--- src/rtl/mem_arbiter.sv ---
// Round-robin arbiter sharing one block-wide memory port between the
// instruction cache (refill reads) and the data cache (refills, block
// stores, and atomic evict-then-refill). All outputs are registered.
module mem_arbiter #(
  parameter int ADDR_W  = 32,
  parameter int BLOCK_W = 256,
  parameter int OFF_W   = 5
) (
  input  logic               clk,
  input  logic               rst_n,
  input  logic               i_req,
  input  logic [ADDR_W-1:0]  i_addr,
  output logic               i_ack,
  output logic [BLOCK_W-1:0] i_rdata,
  input  logic               d_req,
  input  logic               d_we,
  input  logic               d_wb,
  input  logic [ADDR_W-1:0]  d_addr,
  input  logic [ADDR_W-1:0]  d_wb_addr,
  input  logic [BLOCK_W-1:0] d_wdata,
  output logic               d_ack,
  output logic [BLOCK_W-1:0] d_rdata,
  output logic               mem_req,
  output logic               mem_we,
  output logic [ADDR_W-1:0]  mem_addr,
  output logic [BLOCK_W-1:0] mem_wdata,
  input  logic               mem_ready,
  input  logic [BLOCK_W-1:0] mem_rdata,
  output logic               busy
);

  typedef enum logic [1:0] {IDLE, WRITE, READ, DONE} state_t;

  localparam logic [ADDR_W-1:0] OFF_MASK = ADDR_W'((64'd1 << OFF_W) - 64'd1);

  function automatic logic [ADDR_W-1:0] blk(input logic [ADDR_W-1:0] a);
    return a & ~OFF_MASK;
  endfunction

  state_t             state_q, state_d;
  logic               last_d_q, last_d_d;   // last_grant: 1 = dcache, 0 = icache
  logic               win_d_q, win_d_d;     // current grant belongs to dcache
  logic               evict_q, evict_d;     // write phase is followed by a refill read
  logic [ADDR_W-1:0]  rd_addr_q, rd_addr_d; // refill address held across the write phase
  logic               mem_req_q, mem_req_d;
  logic               mem_we_q, mem_we_d;
  logic [ADDR_W-1:0]  mem_addr_q, mem_addr_d;
  logic [BLOCK_W-1:0] mem_wdata_q, mem_wdata_d;
  logic               i_ack_q, i_ack_d;
  logic               d_ack_q, d_ack_d;
  logic [BLOCK_W-1:0] i_rdata_q, i_rdata_d;
  logic [BLOCK_W-1:0] d_rdata_q, d_rdata_d;
  logic               busy_q, busy_d;
  logic               grant_dc;

  // Next-state and registered-output computation for the arbiter FSM
  always_comb begin
    state_d     = state_q;
    last_d_d    = last_d_q;
    win_d_d     = win_d_q;
    evict_d     = evict_q;
    rd_addr_d   = rd_addr_q;
    mem_req_d   = mem_req_q;
    mem_we_d    = mem_we_q;
    mem_addr_d  = mem_addr_q;
    mem_wdata_d = mem_wdata_q;
    i_ack_d     = 1'b0;
    d_ack_d     = 1'b0;
    i_rdata_d   = i_rdata_q;
    d_rdata_d   = d_rdata_q;
    grant_dc    = d_req && (!i_req || !last_d_q);

    unique case (state_q)
      IDLE: begin
        if (i_req || d_req) begin
          if (i_req && d_req) last_d_d = grant_dc;
          win_d_d   = grant_dc;
          mem_req_d = 1'b1;
          evict_d   = 1'b0;
          if (grant_dc) begin
            mem_wdata_d = d_wdata;
            rd_addr_d   = blk(d_addr);
            if (d_we) begin
              state_d    = WRITE;
              mem_we_d   = 1'b1;
              mem_addr_d = blk(d_addr);
            end else if (d_wb) begin
              state_d    = WRITE;
              evict_d    = 1'b1;
              mem_we_d   = 1'b1;
              mem_addr_d = blk(d_wb_addr);
            end else begin
              state_d    = READ;
              mem_we_d   = 1'b0;
              mem_addr_d = blk(d_addr);
            end
          end else begin
            state_d    = READ;
            mem_we_d   = 1'b0;
            mem_addr_d = blk(i_addr);
          end
        end
      end
      WRITE: begin
        if (mem_ready) begin
          mem_we_d = 1'b0;
          if (evict_q) begin
            // refill follows the eviction on the same edge, keeping mem_req high
            state_d    = READ;
            mem_addr_d = rd_addr_q;
          end else begin
            state_d   = DONE;
            mem_req_d = 1'b0;
            d_ack_d   = 1'b1;
          end
        end
      end
      READ: begin
        if (mem_ready) begin
          state_d   = DONE;
          mem_req_d = 1'b0;
          if (win_d_q) begin
            d_rdata_d = mem_rdata;
            d_ack_d   = 1'b1;
          end else begin
            i_rdata_d = mem_rdata;
            i_ack_d   = 1'b1;
          end
        end
      end
      DONE: state_d = IDLE;
      default: state_d = IDLE;
    endcase

    busy_d = (state_d != IDLE);
  end

  // State and output registers, cleared asynchronously
  always_ff @(posedge clk or negedge rst_n) begin
    if (!rst_n) begin
      state_q     <= IDLE;
      last_d_q    <= 1'b0;
      win_d_q     <= 1'b0;
      evict_q     <= 1'b0;
      rd_addr_q   <= '0;
      mem_req_q   <= 1'b0;
      mem_we_q    <= 1'b0;
      mem_addr_q  <= '0;
      mem_wdata_q <= '0;
      i_ack_q     <= 1'b0;
      d_ack_q     <= 1'b0;
      i_rdata_q   <= '0;
      d_rdata_q   <= '0;
      busy_q      <= 1'b0;
    end else begin
      state_q     <= state_d;
      last_d_q    <= last_d_d;
      win_d_q     <= win_d_d;
      evict_q     <= evict_d;
      rd_addr_q   <= rd_addr_d;
      mem_req_q   <= mem_req_d;
      mem_we_q    <= mem_we_d;
      mem_addr_q  <= mem_addr_d;
      mem_wdata_q <= mem_wdata_d;
      i_ack_q     <= i_ack_d;
      d_ack_q     <= d_ack_d;
      i_rdata_q   <= i_rdata_d;
      d_rdata_q   <= d_rdata_d;
      busy_q      <= busy_d;
    end
  end

  assign i_ack     = i_ack_q;
  assign d_ack     = d_ack_q;
  assign i_rdata   = i_rdata_q;
  assign d_rdata   = d_rdata_q;
  assign mem_req   = mem_req_q;
  assign mem_we    = mem_we_q;
  assign mem_addr  = mem_addr_q;
  assign mem_wdata = mem_wdata_q;
  assign busy      = busy_q;

endmodule

--- config.mk ---
export PLATFORM = sky130hd
export DESIGN_NAME = mem_arbiter
export DESIGN_NICKNAME = d
export VERILOG_FILES = /design/src/rtl/mem_arbiter.sv
export SDC_FILE = /design/constraint.sdc
export NUM_CORES = 1
export LEC_CHECK = 0
export BUFFER_PORTS_ARGS = -buffer_cell sky130_fd_sc_hd__buf_2
export CAP_MARGIN = 40
export CORE_AREA = 8 8 549 551
export DETAILED_ROUTE_END_ITERATION = 8
export DIE_AREA = 0 0 557 559
export PLACE_DENSITY = 0.34
export RECOVER_POWER = 100
export SLEW_MARGIN = 10
export SYNTH_ARGS = -nofsm -noshare
export SYNTH_HDL_FRONTEND = slang
export SYNTH_SLANG_ARGS = --single-unit
--- constraint.sdc ---
create_clock -name clk -period 2.57 [get_ports clk]
set_input_delay 0.6425 -clock clk [delete_from_list [all_inputs] [get_ports clk]]
set_output_delay 0.6425 -clock clk [all_outputs]
set_load 0.01 [all_outputs]
==> run metrics <==
maximum VDD drop=0.5607 mV; row cnt=199; CTS Buf Count=115; final wirelength=218.8 mm; Crit. End Element=flip-flop; initial antenna violation count=210; Avg Inst Size Synth=12.62 um^2; DR iter-0 viols=1449; RePlAce Congestion=0.9091; clk_skew=0.03735 ns; setup TNS=0 ns; DR DRC count=0; Max Freq=0.4221 GHz; ys flop type=dfrtp_1; DIE HEIGHT=559 um; RSZ-0062 raised after global routing=no; die width=557 um; Core Util, Final=0.1768; fin crit share=0.9217; Worst Path Max Fanout=32; Arrival @ worst endpoint=3.08 ns; CTS tree=built; Worst EP required=3.29 ns; Mapped Cells=2525; Seq/Total Area, Yosys=0.6535; Via density=3.299; Tightest Pin Transition=1.380 ns; Async S/R FF share, synth=1.000; worst min-delay path category=input port to flip-flop; Setup CP Type=flip-flop to flip-flop; Synth Cell Area=31860 um^2; Hold Crit Depth=2; Worst setup SP type=flip-flop; Hold Vio Cnt, Final=0; share of layout cells above drive strength 1=0.2508; overall power=64.68 mW; Clk pin slew, worst setup/hold paths=0.06 ns; postcts setup bufs=0; Die Area=311400 um^2; WL per Instance=25.56 um; total number of vias=28230; drt first pass iters=5; MaxCap Viol Count=0; largest family of logic cells by synthesized area=multiplexers; GRT Overall Usage=0.1349; Post-Synth Adder-Cell Area=0.001571; H-tree levels=3; clock sinks=832; number of distinct library cells after synthesis=36; Final setup violation count=0; status=complete, no violations; total core area=292600 um^2; total grt overflow=0; top cells by area, synth=dfrtp_1 (65%), mux2_2 (10%), nand2_1 (9.8%), mux2_1 (8.8%), buf_2 (0.97%); Ys Warns=0; Final Max Slew Viols=0; Max Root-Sink Buffers=4; fin area=51740 um^2; effective utilization at floorplan=0.1089; EDFF count, synth=0; post-synthesis sequential element count=832; post-synth top area cell=dfrtp_1; first-pass GRT wire length=287.6 mm; Root Driver=clkbuf_16; PwrDens=1250 nW/um^2; cells on worst reg2reg path=6; num ports=1420; Leak=22.77 nW; Post-synth top cells=dfrtp_1 (832), nand2_1 (832), mux2_2 (291); Post-Synth XOR/XNOR Area=0.0002749; Synth top area share=0.6535; hold slack final=0.08356 ns; Final ANT Viol Nets=0; worst rel slew slack=0.07990; placed inst area=44230 um^2; post-DP HPWL=183.0 mm; min Tclk post-route=2.369 ns; post-synthesis mux area share=0.1911; Layout area overhead=62.39%; Clk Latency, worst-skew pair=0.86 ns; port buffer count=1399; vias in the first global route=29680; Synth Area in Compound Gates=0.02211; Total Nets Final=5110; Synth Area in Simple Gates=0.1064; largest net degree at the start of global routing=122
-- cell type report --
class                   count  area (um^2)
clock buffers             167         3293
inverters                   4        22.52
fillers                 33000       240800
diodes                     63        157.7
clock inverters            36        445.4
repair buffers           1989        11820
multi-input cells        1549        10280
flip-flops and latches    832        20820
well taps                3919         4903
-- logic make-up after synthesis --
group / after synthesis
AO/OA/AOI/OAI: 100
multiplexers: 541
buffers and inverters: 148
XOR/XNOR: 1
AND/OR/NAND/NOR: 898
flip-flops: 832
adder cells (fa/ha/maj): 4
other: 1
-- metal layers --
| metal | share of wire | vias to the layer above | wire length [um] | GRT usage |
|---|---|---|---|---|
| li1 | - | 12390 | - | - |
| met1 | 0.40 | 13870 | 86870 | 0.1560 |
| met2 | 0.45 | 1347 | 99320 | 0.2239 |
| met3 | 0.11 | 433 | 24910 | 0.06820 |
| met4 | 0.029 | 192 | 6448 | 0.02762 |
| met5 | 0.0057 | - | 1242 | 0 |
-- state kept, by name, summed over array words and instances, names as in the netlist, 2 cells and up --
| name | count |
|---|---|
| d_rdata | 256 |
| i_rdata | 256 |
| mem_addr | 27 |
| mem_wdata | 256 |
| rd_addr_q | 27 |
| state_q | 2 |
-- through the flow --
step / setup WS, ns / std cells
floorplan: 0.7740 / 2529
detailed placement: 0.1979 / 7798
global route: 0.03658 / 8530
global placement: 0.2585 / 7798
CTS: 0.1933 / 8496
finish: 0.2012 / 8559
-- cell usage in the layout (no fill, tap or decap), types with 3 or more instances in the layout --
| master | netlist | routed |
|---|---|---|
| a211o_1 | 28 | 28 |
| a21oi_1 | 28 | 28 |
| a31oi_1 | 27 | 27 |
| buf_12 | 0 | 22 |
| buf_2 | 62 | 598 |
| buf_4 | 39 | 15 |
| buf_6 | 2 | 4 |
| bufinv_16 | 0 | 6 |
| clkbuf_1 | 38 | 848 |
| clkbuf_16 | 0 | 115 |
| clkbuf_2 | 0 | 31 |
| clkbuf_4 | 0 | 6 |
| clkbuf_8 | 0 | 22 |
| clkinv_2 | 0 | 11 |
| clkinvlp_4 | 0 | 8 |
| conb_1 | 1 | 5 |
| dfrtp_1 | 832 | 832 |
| diode_2 | 0 | 63 |
| dlygate4sd3_1 | 0 | 495 |
| ha_1 | 4 | 3 |
| inv_1 | 3 | 3 |
| inv_6 | 0 | 6 |
| mux2_1 | 248 | 248 |
| mux2_2 | 291 | 291 |
| nand2_1 | 832 | 833 |
| nor2_1 | 58 | 58 |
| o21ai_0 | 6 | 6 |
-- timing repair --
item	CTS	global route
gates resized for setup	0	1
endpoints found under the hold margin	702	0
setup endpoints to repair	0	1
hold buffers	495	0
-- critical path: stages (launching register included) --
cell,delay (ns)
dfrtp_1,0.42
inv_1,0.13
ha_2,0.38
nand2_1,0.23
buf_12,0.23
clkbuf_4,0.39
mux2_1,0.42
-- path summary, 6_finish.rpt --
check	startpoint	to	slack, ns
worst max-delay path	state_q[0]	mem_wdata[54]	0.20
worst min-delay path	d_wdata[116]	mem_wdata[116]	0.08
worst max register to register	state_q[0]	mem_wdata[54]	0.20
worst min register to register	i_rdata[39]	i_rdata[39]	0.47
max in group asynchronous	rst_n	i_rdata[212]	0.32
min in group asynchronous	rst_n	i_rdata[31]	0.73
-- power by group --
part / internal [mW] / switching [mW] / total, mW
clock network: 9.48 / 6.70 / 16.2
logic: 8.60 / 16.5 / 25.1
registers: 19.7 / 3.78 / 23.4
total: 37.7 / 26.9 / 64.7
No activity file was read; power rests on OpenSTA's default activity.
